$ cat src/rtl/blood_sprite_renderer_pkg.sv
// blood_pkg: shared constants, state type and width helper for the
// blood-splatter sprite renderer (blood_sprite_renderer, blood_anim_ctrl,
// blood_sprite_renderer_if).
package blood_pkg;

    localparam int SPRITE_DIM = 64;
    localparam int SPRITE_AW  = 6;
    localparam int COLOR_W    = 12;
    localparam int SCREEN_W   = 10;

    localparam logic [COLOR_W-1:0] TRANSPARENT_DEF = 12'h000;

    typedef enum logic {
        IDLE = 1'b0,
        PLAY = 1'b1
    } blood_state_e;

    // Counter width for n states; never below one bit.
    function automatic int idx_w(input int n);
        return (n > 1) ? $clog2(n) : 1;
    endfunction

endpackage

$ cat src/rtl/blood_sprite_renderer_if.sv
// blood_sprite_renderer_if: scan, sprite-ROM and pixel-output bundle.
//   master: video timing / ROM side (drives pixel_x, pixel_y, video_on, rom_color)
//   slave : renderer (drives rom_row, rom_col, frame_idx, sprite_on, rgb)
interface blood_sprite_renderer_if #(parameter int NUM_FRAMES = 8);
    import blood_pkg::*;

    localparam int FIW = blood_pkg::idx_w(NUM_FRAMES);

    logic [SCREEN_W-1:0]  pixel_x;
    logic [SCREEN_W-1:0]  pixel_y;
    logic                 video_on;
    logic [SPRITE_AW-1:0] rom_row;
    logic [SPRITE_AW-1:0] rom_col;
    logic [FIW-1:0]       frame_idx;
    logic [COLOR_W-1:0]   rom_color;
    logic                 sprite_on;
    logic [COLOR_W-1:0]   rgb;

    modport master (
        output pixel_x, pixel_y, video_on, rom_color,
        input  rom_row, rom_col, frame_idx, sprite_on, rgb
    );

    modport slave (
        input  pixel_x, pixel_y, video_on, rom_color,
        output rom_row, rom_col, frame_idx, sprite_on, rgb
    );

endinterface

$ cat src/rtl/blood_sprite_renderer_anim_ctrl.sv
// blood_anim_ctrl: one-shot animation sequencer and trigger latch.
// Ports: clk_i, reset_i (sync, active-high), trigger_i, frame_tick_i,
//        pos_x_i/pos_y_i (latched on trigger), busy_o, frame_idx_o,
//        pos_x_o/pos_y_o (latched position).
// Optional BLOOD_MIRROR_EN: mirror_i latched alongside the position -> mirror_o.
//
// state | meaning
// IDLE  | no animation, frame_idx held at 0
// PLAY  | animation running, frame_idx advances every HOLD_FRAMES frame_ticks
module blood_anim_ctrl
    import blood_pkg::*;
#(
    parameter int NUM_FRAMES  = 8,
    parameter int HOLD_FRAMES = 4,
    localparam int FIW = idx_w(NUM_FRAMES)
) (
    input  logic                clk_i,
    input  logic                reset_i,
    input  logic                trigger_i,
    input  logic                frame_tick_i,
    input  logic [SCREEN_W-1:0] pos_x_i,
    input  logic [SCREEN_W-1:0] pos_y_i,
`ifdef BLOOD_MIRROR_EN
    input  logic                mirror_i,
    output logic                mirror_o,
`endif
    output logic                busy_o,
    output logic [FIW-1:0]      frame_idx_o,
    output logic [SCREEN_W-1:0] pos_x_o,
    output logic [SCREEN_W-1:0] pos_y_o
);

    localparam int HCW = idx_w(HOLD_FRAMES);
    localparam logic [HCW-1:0] HOLD_LAST  = HCW'(HOLD_FRAMES - 1);
    localparam logic [FIW-1:0] FRAME_LAST = FIW'(NUM_FRAMES - 1);

    blood_state_e        state_q, state_d;
    logic [FIW-1:0]      frame_idx_q, frame_idx_d;
    logic [HCW-1:0]      hold_cnt_q, hold_cnt_d;
    logic [SCREEN_W-1:0] pos_x_q, pos_x_d;
    logic [SCREEN_W-1:0] pos_y_q, pos_y_d;
`ifdef BLOOD_MIRROR_EN
    logic                mirror_q, mirror_d;
`endif

    always_ff @(posedge clk_i) begin
        if (reset_i) begin
            state_q     <= IDLE;
            frame_idx_q <= '0;
            hold_cnt_q  <= '0;
            pos_x_q     <= '0;
            pos_y_q     <= '0;
`ifdef BLOOD_MIRROR_EN
            mirror_q    <= 1'b0;
`endif
        end else begin
            state_q     <= state_d;
            frame_idx_q <= frame_idx_d;
            hold_cnt_q  <= hold_cnt_d;
            pos_x_q     <= pos_x_d;
            pos_y_q     <= pos_y_d;
`ifdef BLOOD_MIRROR_EN
            mirror_q    <= mirror_d;
`endif
        end
    end

    // Trigger has priority over frame_tick, so a retrigger always restarts
    // cleanly at frame 0 even on a frame-advancing tick.
    always_comb begin
        state_d     = state_q;
        frame_idx_d = frame_idx_q;
        hold_cnt_d  = hold_cnt_q;
        pos_x_d     = pos_x_q;
        pos_y_d     = pos_y_q;
`ifdef BLOOD_MIRROR_EN
        mirror_d    = mirror_q;
`endif
        if (trigger_i) begin
            state_d     = PLAY;
            frame_idx_d = '0;
            hold_cnt_d  = '0;
            pos_x_d     = pos_x_i;
            pos_y_d     = pos_y_i;
`ifdef BLOOD_MIRROR_EN
            mirror_d    = mirror_i;
`endif
        end else if (state_q == PLAY && frame_tick_i) begin
            if (hold_cnt_q < HOLD_LAST) begin
                hold_cnt_d = hold_cnt_q + HCW'(1);
            end else begin
                hold_cnt_d = '0;
                if (frame_idx_q < FRAME_LAST) begin
                    frame_idx_d = frame_idx_q + FIW'(1);
                end else begin
                    state_d     = IDLE;
                    frame_idx_d = '0;
                end
            end
        end
    end

    assign busy_o      = (state_q == PLAY);
    assign frame_idx_o = frame_idx_q;
    assign pos_x_o     = pos_x_q;
    assign pos_y_o     = pos_y_q;
`ifdef BLOOD_MIRROR_EN
    assign mirror_o    = mirror_q;
`endif

endmodule

$ cat src/rtl/blood_sprite_renderer.sv
// blood_sprite_renderer: maps the VGA scan position onto the 64x64 blood
// sprite ROMs, absorbs the one-cycle ROM latency and emits a registered,
// transparency-keyed pixel two clocks after the scan position.
// Ports: clk_i, reset_i (sync, active-high), trigger_i, pos_x_i, pos_y_i,
//        frame_tick_i, busy_o, vid (blood_sprite_renderer_if.slave: scan
//        position, ROM address/data, frame_idx, sprite_on, rgb).
// Optional BLOOD_MIRROR_EN: adds mirror_i; a latched 1 flips rom_col horizontally.
module blood_sprite_renderer
    import blood_pkg::*;
#(
    parameter int                 NUM_FRAMES  = 8,
    parameter int                 HOLD_FRAMES = 4,
    parameter logic [COLOR_W-1:0] TRANSPARENT = TRANSPARENT_DEF
) (
    input  logic                clk_i,
    input  logic                reset_i,
    input  logic                trigger_i,
    input  logic [SCREEN_W-1:0] pos_x_i,
    input  logic [SCREEN_W-1:0] pos_y_i,
    input  logic                frame_tick_i,
`ifdef BLOOD_MIRROR_EN
    input  logic                mirror_i,
`endif
    output logic                busy_o,
    blood_sprite_renderer_if.slave vid
);

    localparam int FIW = idx_w(NUM_FRAMES);

    logic [FIW-1:0]      frame_idx;
    logic [SCREEN_W-1:0] pos_x_l, pos_y_l;
    logic                busy;
`ifdef BLOOD_MIRROR_EN
    logic                mirror_l;
`endif

    blood_anim_ctrl #(
        .NUM_FRAMES  (NUM_FRAMES),
        .HOLD_FRAMES (HOLD_FRAMES)
    ) u_anim_ctrl (
        .clk_i        (clk_i),
        .reset_i      (reset_i),
        .trigger_i    (trigger_i),
        .frame_tick_i (frame_tick_i),
        .pos_x_i      (pos_x_i),
        .pos_y_i      (pos_y_i),
`ifdef BLOOD_MIRROR_EN
        .mirror_i     (mirror_i),
        .mirror_o     (mirror_l),
`endif
        .busy_o       (busy),
        .frame_idx_o  (frame_idx),
        .pos_x_o      (pos_x_l),
        .pos_y_o      (pos_y_l)
    );

    // Extra top bit turns a negative offset into a large value, so one
    // "upper bits zero" test covers both the left/top and right/bottom edges.
    logic [SCREEN_W:0] dx, dy;
    logic              hit1_d, hit1_q;
    logic              sprite_on_q;
    logic [COLOR_W-1:0] rgb_q;

    assign dx = {1'b0, vid.pixel_x} - {1'b0, pos_x_l};
    assign dy = {1'b0, vid.pixel_y} - {1'b0, pos_y_l};

    assign hit1_d = busy & vid.video_on
                  & (dx[SCREEN_W:SPRITE_AW] == '0)
                  & (dy[SCREEN_W:SPRITE_AW] == '0);

    assign vid.rom_row = dy[SPRITE_AW-1:0];
`ifdef BLOOD_MIRROR_EN
    assign vid.rom_col = mirror_l ? (SPRITE_AW'(SPRITE_DIM - 1) - dx[SPRITE_AW-1:0])
                                  : dx[SPRITE_AW-1:0];
`else
    assign vid.rom_col = dx[SPRITE_AW-1:0];
`endif

    // rom_color lines up with hit1_q: both reflect the previous cycle's address.
    always_ff @(posedge clk_i) begin
        if (reset_i) begin
            hit1_q      <= 1'b0;
            sprite_on_q <= 1'b0;
            rgb_q       <= '0;
        end else begin
            hit1_q      <= hit1_d;
            sprite_on_q <= hit1_q & (vid.rom_color != TRANSPARENT);
            rgb_q       <= hit1_q ? vid.rom_color : '0;
        end
    end

    assign vid.sprite_on = sprite_on_q;
    assign vid.rgb       = rgb_q;
    assign vid.frame_idx = frame_idx;
    assign busy_o        = busy;

endmodule

$ cat src/flat_wrapper.sv
// flat-port wrapper written by rule: the top's interface ports become plain ports
module blood_sprite_renderer_flat import blood_pkg::*;
#(
    parameter int                 NUM_FRAMES  = 8,
    parameter int                 HOLD_FRAMES = 4,
    parameter logic [COLOR_W-1:0] TRANSPARENT = TRANSPARENT_DEF
)
  (clk_i, reset_i, trigger_i, pos_x_i, pos_y_i, frame_tick_i, busy_o, vid_pixel_x, vid_pixel_y, vid_video_on, vid_rom_color, vid_rom_row, vid_rom_col, vid_frame_idx, vid_sprite_on, vid_rgb);
  blood_sprite_renderer_if #(.NUM_FRAMES(NUM_FRAMES)) vid_i ();
  input  logic clk_i;
  input  logic reset_i;
  input  logic trigger_i;
  input  logic [SCREEN_W-1:0] pos_x_i;
  input  logic [SCREEN_W-1:0] pos_y_i;
  input  logic frame_tick_i;
  output logic busy_o;
  input wire logic [$bits(vid_i.pixel_x)-1:0] vid_pixel_x;
  input wire logic [$bits(vid_i.pixel_y)-1:0] vid_pixel_y;
  input wire logic [$bits(vid_i.video_on)-1:0] vid_video_on;
  input wire logic [$bits(vid_i.rom_color)-1:0] vid_rom_color;
  output wire logic [$bits(vid_i.rom_row)-1:0] vid_rom_row;
  output wire logic [$bits(vid_i.rom_col)-1:0] vid_rom_col;
  output wire logic [$bits(vid_i.frame_idx)-1:0] vid_frame_idx;
  output wire logic [$bits(vid_i.sprite_on)-1:0] vid_sprite_on;
  output wire logic [$bits(vid_i.rgb)-1:0] vid_rgb;
  assign vid_i.pixel_x = vid_pixel_x;
  assign vid_i.pixel_y = vid_pixel_y;
  assign vid_i.video_on = vid_video_on;
  assign vid_i.rom_color = vid_rom_color;
  assign vid_rom_row = vid_i.rom_row;
  assign vid_rom_col = vid_i.rom_col;
  assign vid_frame_idx = vid_i.frame_idx;
  assign vid_sprite_on = vid_i.sprite_on;
  assign vid_rgb = vid_i.rgb;
  blood_sprite_renderer #(.NUM_FRAMES(NUM_FRAMES), .HOLD_FRAMES(HOLD_FRAMES), .TRANSPARENT(TRANSPARENT)) u_core (.clk_i(clk_i), .reset_i(reset_i), .trigger_i(trigger_i), .pos_x_i(pos_x_i), .pos_y_i(pos_y_i), .frame_tick_i(frame_tick_i), .busy_o(busy_o), .vid(vid_i));
endmodule
$ cat config.mk
export PLATFORM = sky130hd
export DESIGN_NAME = blood_sprite_renderer_flat
export DESIGN_NICKNAME = d
export VERILOG_FILES = /design/src/rtl/blood_sprite_renderer_pkg.sv /design/src/rtl/blood_sprite_renderer_if.sv /design/src/rtl/blood_sprite_renderer_anim_ctrl.sv /design/src/rtl/blood_sprite_renderer.sv /design/src/flat_wrapper.sv
export SDC_FILE = /design/constraint.sdc
export NUM_CORES = 1
export LEC_CHECK = 0
export CAP_MARGIN = 10
export CORE_UTILIZATION = 45
export CTS_CLUSTER_DIAMETER = 40
export CTS_CLUSTER_SIZE = 28
export DETAILED_ROUTE_END_ITERATION = 16
export PLACE_DENSITY = 0.83
export SYNTH_ARGS = -nofsm -noshare
export SYNTH_HDL_FRONTEND = slang
export SYNTH_SLANG_ARGS = --single-unit
$ cat constraint.sdc
create_clock -name clk_i -period 3.2 [get_ports clk_i]
set_input_delay 0.48 -clock clk_i [delete_from_list [all_inputs] [get_ports clk_i]]
set_output_delay 0.48 -clock clk_i [all_outputs]
set_load 0.005 [all_outputs]
==> results of run 1 <==
## Yosys cell counts, types with 2 or more instances
| library cell | number | area share, % |
|---|---|---|
| nand2b_1 | 7 | 1.8 |
| and2_1 | 12 | 3.2 |
| a21o_1 | 3 | 0.95 |
| nand2_1 | 8 | 1.3 |
| a31oi_1 | 3 | 0.79 |
| fa_1 | 2 | 1.7 |
| a211oi_1 | 5 | 1.6 |
| o21ai_0 | 7 | 1.5 |
| nor2_1 | 28 | 4.4 |
| ha_1 | 22 | 12 |
| a21oi_4 | 2 | 1.4 |
| nor3_1 | 10 | 2.1 |
| a21oi_1 | 11 | 2.3 |
| o21a_1 | 2 | 0.63 |
| nor2b_1 | 3 | 0.79 |
| nand3_1 | 6 | 1.3 |
| or3_1 | 2 | 0.53 |
| dfxtp_1 | 40 | 34 |
| clkbuf_1 | 5 | 0.79 |
| inv_1 | 28 | 4.4 |
| nor4_1 | 3 | 0.79 |
| o2111ai_1 | 2 | 0.74 |
| mux2i_1 | 23 | 9.7 |
| or3b_2 | 2 | 0.74 |
| xnor2_1 | 5 | 1.8 |
| xor2_1 | 7 | 2.6 |
## logic make-up after synthesis
family | count (synthesis) | synth area share, %
and+or+nand+nor | 86 | 18.84
AOI/OAI and AO/OA | 44 | 13.40
DFF | 40 | 33.77
buffers and inverters | 36 | 6.068
muxes | 24 | 10.18
adders and majority gates | 24 | 13.30
xor gates and xnor gates | 12 | 4.433
## layout make-up
class	instances	area (um^2)	share of cell area, %
Tap cell	70	87.58	2.553
Timing Repair Buffer	90	890.9	25.97
Clock inverter	3	46.29	1.349
Clock buffer	5	68.82	2.006
Inverter	28	105.1	3.063
Sequential cell	40	800.8	23.34
Multi-Input combinational cell	190	1431	41.72
## flip-flops by register name, indices dropped and copies added, names as in the netlist
register                        flops
u_core.u_anim_ctrl.hold_cnt_q       2
u_core.vid.sprite_on                1
u_core.u_anim_ctrl.frame_idx_o      3
u_core.vid.rgb                     12
u_core.u_anim_ctrl.pos_y_o         10
u_core.hit1_q                       1
u_core.u_anim_ctrl.pos_x_o         10
u_core.u_anim_ctrl.busy_o           1
## power by group through the flow
stage               clock network, mW  logic (mW)  registers, mW
floorplan                           0       0.210          0.532
global placement                    0       0.369          0.533
detailed placement                  0       0.375          0.534
CTS                             0.430       0.377          0.522
global route                    0.457       0.413          0.524
finish                          0.420       0.375          0.522
## stage by stage
stage	hold slack [ps]	instances	utilization, %
2_1_floorplan	460.4	266	-
6_report	496.4	426	67.60
3_5_place_dp	481.4	418	65.19
5_1_grt	528.4	426	67.60
3_3_place_gp	472.5	418	65.19
4_1_cts	501.4	426	67.46
## worst paths after layout
check / from / to / cells past startpoint
worst max-delay path: vid_pixel_x[0] / vid_rom_col[4] / 10
worst min-delay path: u_core.u_anim_ctrl.pos_x_o[7] / u_core.u_anim_ctrl.pos_x_o[7] / 2
worst max register to register: u_core.u_anim_ctrl.pos_x_o[0] / u_core.hit1_q / 9
worst min register to register: u_core.u_anim_ctrl.pos_x_o[7] / u_core.u_anim_ctrl.pos_x_o[7] / 2
## per-layer routing
metal / track usage (%) / part of all wire [%] / vias up
met2: 33.23 / 49 / 64
li1: - / - / 1101
met1: 23.19 / 45 / 978
met5: 0 / 0 / -
met3: 2.981 / 4.2 / 6
met4: 4.822 / 1.3 / 0
## what timing repair did
item / 4_1_cts / 5_1_grt
setup endpoints to repair: 0 / 2
resized for setup: 0 / 3
hold buffers: 0 / 0
setup buffers: 0 / 0
## worst max-delay path: cells and delay by family
family / cells / cell delay (ps)
XOR/XNOR: 1 / 140
adder cells (fa/ha/maj): 2 / 500
AO/OA/AOI/OAI: 2 / 370
buffers and inverters: 5 / 1070
==> flow_summary.ini, run 1 <==
[sta]
fmax_ghz = 0.3282
layout_setup_ws_ps = 153.2
fin_crit_sh_pct = 95.21
hold_violations = 0
fin_crit_ps = 3047
worst_pin_slew_ps = 633.2
rsz0062_at_grt = false
max_slew_margin_pct = 57.70
drv_slew = 0
clock_skew_ps = 7.119
tns_ps = 0
setup-violations-final = 0

[cts]
cts_max_level = 2
clock_sinks = 40
clock_latency_ps = 290
clockBufferDepth = 2
path_clk_slew_ps = 80
clockRootBuffer = clkbuf_8
tritoncts.num_buffers = 5
cts_tree = done

[final_layout]
fin_area_mm2 = 0.003431
final_common_cell = clkdlybuf4s50_1
n_fill_cell = 419
diodes = 0
final_cell_mix = 84 x clkdlybuf4s50_1, 40 x dfxtp_1, 28 x inv_1, 28 x nor2_1, 23 x mux2i_1
areaGrowthSynthToFinish_pct = 44.70
drive_above_1_share_pct = 7.022
num-nets-final = 436

[worst_setup_path]
cpPeakStageDelay_ps = 520
crit_path_end_kind = output pin
crit_type = in2out
startpoint_type = input pin
crit_fanout = 3
cp_data_required_time_ps = 2720
cp.arrival_ps = 2570
cp_slowest_cell = clkdlybuf4s50_1
crit_path_frequent_cell = inv_1
crit_chain = clkdlybuf4s50_1 > inv_1 > ha_1 > inv_1 > fa_2 > a21oi_4 > inv_1 > a21oi_1 > xnor2_1 > clkdlybuf4s50_1
r2r_setup_slack_ps = 820

[yosys]
synthDistinctLibCells = 44
synth-async-reset-ratio_pct = 0
synthCells = 266
ys_ff_latch = 40
synth_edf_count = 0
syn_area_per_cell_um2 = 8.914
synth_seq_area_share_pct = 33.77
ys.flop_type = dfxtp_1
syn_nets = 347
yosys_warnings = 0
synth_area_mm2 = 0.002371

[floorplanning]
dieArea_mm2 = 0.005563
io_pins = 86
core_area_mm2 = 0.005075
start_util_pct = 46.72
chipWidth_um = 74.59
fp.dieH_um = 74.59
rows = 26

[grt]
grt_max_degree = 28
grt_pass1_wl_um = 8121
grt_util_all_layers_pct = 18.61
antenna_found_initial = 0
first_global_vias = 1938
grt-ovfl-total = 0

[drt]
via_per_inst = 5.045
wl_per_cell_um = 11.98
route.detailed.drc = 0
drt_iter0_markers = 60
dr.pass1.iters = 4
vias = 2149
ant_nets = 0
drt_wl_total_um = 5105

[placed_design]
gp_congestion = 0.8340
portBuffers = 85
post_dp_cell_area_mm2 = 0.003308
pre_cts_ws_ps = 61.28
hpwl_um = 4049

[power_and_ir_drop]
p_per_area_mw_per_mm2 = 383.8
clock_power_share_pct = 31.9
p_sw_mw = 0.3513
p_int_mw = 0.9654
vdd_drop_max_mv = 0.3257
p_sw_share_pct = 26.68
p_leak_nw = 1.419
combPwrFrac_pct = 28.5
seqPwrFrac_pct = 39.6
p_total_mw = 1.317

[worst_hold_path]
hold_class = reg2reg

[flow_run]
drv_cap = 0

[status]
run_status = completed
No activity file was read; power rests on OpenSTA's default activity.
==> run 2, diff against run 1 <==
--- a/config.mk
+++ b/config.mk
@@ -10,7 +10,7 @@
 export CTS_CLUSTER_DIAMETER = 40
 export CTS_CLUSTER_SIZE = 28
 export DETAILED_ROUTE_END_ITERATION = 16
-export PLACE_DENSITY = 0.83
+export PLACE_DENSITY_LB_ADDON = 0.08
 export SYNTH_ARGS = -nofsm -noshare
 export SYNTH_HDL_FRONTEND = slang
 export SYNTH_SLANG_ARGS = --single-unit
==> constraint.sdc (replaced) <==
create_clock -name clk_i -period 3.74 [get_ports clk_i]
set_input_delay 0.561 -clock clk_i [delete_from_list [all_inputs] [get_ports clk_i]]
set_output_delay 0.561 -clock clk_i [all_outputs]
set_load 0.005 [all_outputs]
==> flow_summary.ini, run 2 (same netlist as run 1, synthesis figures left out) <==
[sta]
drv_slew = 0
hold_violations = 0
fin_crit_ps = 3303
rsz0062_at_grt = false
clock_skew_ps = 10.12
max_slew_margin_pct = 58.17
worst_pin_slew_ps = 626.1
fmax_ghz = 0.3028
tns_ps = 0
layout_setup_ws_ps = 437.3
setup-violations-final = 0
fin_crit_sh_pct = 88.31

[drt]
highest_layer = met4
dr_wl_met2_um = 2521
ant_nets = 0
wl_met3_um = 206
drt_wl_total_um = 5029
vias = 2106
via_per_inst = 4.979
wl_per_cell_um = 11.89
dr.pass1.iters = 4
drt_iter0_markers = 41
wl_met1_um = 2226
route.detailed.drc = 0

[placed_design]
gp_congestion = 0.8143
portBuffers = 85
hpwl_um = 3890
place_inst = 415
pre_cts_ws_ps = 427.3
post_dp_cell_area_mm2 = 0.003286

[final_layout]
largest_reg_flops = 12
seq_area_um2 = 800.8
multi_input_area_mm2 = 0.001426
finish.utilization_pct = 67.01
final_cell_mix = 85 x clkdlybuf4s50_1, 40 x dfxtp_1, 28 x inv_1, 28 x nor2_1, 23 x mux2i_1
drive_above_1_share_pct = 5.666
n_fill_cell = 467
fin_area_mm2 = 0.003401
diodes = 0
final_common_cell = clkdlybuf4s50_1
stdcell_count = 423
num-nets-final = 433
areaGrowthSynthToFinish_pct = 43.43

[power_and_ir_drop]
p_per_area_mw_per_mm2 = 332.4
p_sw_mw = 0.3082
seqPwrFrac_pct = 39.5
vdd_drop_max_mv = 0.2289
p_int_mw = 0.8222
clock_power_share_pct = 32.6
p_leak_nw = 1.395
combPwrFrac_pct = 27.9
p_sw_share_pct = 27.26

[worst_setup_path]
cp.arrival_ps = 2740
crit_chain = clkdlybuf4s50_1 > inv_1 > ha_1 > inv_1 > fa_1 > a21oi_4 > inv_1 > a21oi_1 > xnor2_1 > clkdlybuf4s50_1
cpPeakStageDelay_ps = 520
cp_slowest_cell = clkdlybuf4s50_1
crit_path_frequent_cell = inv_1
crit_path_end_kind = output pin
r2r_setup_slack_ps = 1330
crit_type = in2out
reg2regPathDepth = 9
cp_data_required_time_ps = 3180
path_delay_family = buffers and inverters
r2r_start = u_core.u_anim_ctrl.pos_x_o[0]
reg2reg_to = u_core.hit1_q
crit_fanout = 3
startpoint_type = input pin
cp_num_buf_inv = 5

[worst_hold_path]
min_path_cells = 2
hp-start = u_core.u_anim_ctrl.pos_x_o[6]
holdPathEnd = u_core.u_anim_ctrl.pos_x_o[6]
hold_class = reg2reg

[cts]
ctsHoldBuffers = 0
path_clk_slew_ps = 70
tritoncts.num_buffers = 5
cts_max_level = 2
cts_tree = done
ctsResizeCount = 0
cts_setup_buffers = 0
clockBufferDepth = 2
clock_sinks = 40
clockRootBuffer = clkbuf_8
clock_latency_ps = 300

[floorplanning]
io_pins = 86
core_area_mm2 = 0.005075
fp.dieH_um = 74.59
start_util_pct = 46.72
dieArea_mm2 = 0.005563
chipWidth_um = 74.59
rows = 26

[status]
run_status = completed

[flow_run]
drv_cap = 0

[grt]
grt-ovfl-total = 0
grt_max_degree = 28
first_global_vias = 1936
grt_util_all_layers_pct = 19.17
antenna_found_initial = 0
grt_pass1_wl_um = 8162
[run 2: stage by stage]
stage	hold slack, ps	power [mW]
finish	496.4	1.130
global route	543.6	1.189
CTS	502.8	1.146
detailed placement	481.4	0.7737
global placement	472.7	0.7685
floorplan	460.4	0.6344
[run 2: worst max path at each step]
stage,endpoint,slack (ps),start,depth (start not counted)
finish,vid_rom_col[4],440,vid_pixel_x[0],10
detailed placement,vid_rom_col[4],430,vid_pixel_x[0],10
CTS,vid_rom_col[4],420,vid_pixel_x[0],10
global route,vid_rom_col[4],260,vid_pixel_x[0],10
global placement,vid_rom_col[4],480,vid_pixel_x[0],10
floorplan,u_core.hit1_q,1200,vid_pixel_x[0],10
[run 2: worst register-to-register path: stages (launching register included)]
cell and delay, ps:
dfxtp_1 350, ha_1 140, inv_1 60, fa_1 440, a21oi_4 200, o22ai_2 90
or4_4 480, a211oi_2 180, nand4_1 120, nor4_2 260
[run 2: power groups by stage]
stage                     Sequential [mW]  Clock, mW  Combinational [mW]
after floorplan                     0.455          0               0.179
after global placement              0.456          0               0.312
after detailed placement            0.457          0               0.317
after CTS                           0.447      0.380               0.319
after global routing                0.449      0.391               0.350
final                               0.446      0.368               0.316
[run 2: final cells by class]
cell class              count  share of cell area (%)
clock buffers               5                   2.024
repair buffers             87                   25.46
multi-input cells         190                   41.94
inverters                  28                   3.091
well taps                  70                   2.575
flip-flops and latches     40                   23.55
clock inverters             3                   1.361
[run 2: routing by layer]
layer	track usage [%]	vias up
met5	0	-
met4	6.918	0
met3	4.607	6
met2	34.23	49
met1	22.18	962
li1	-	1089
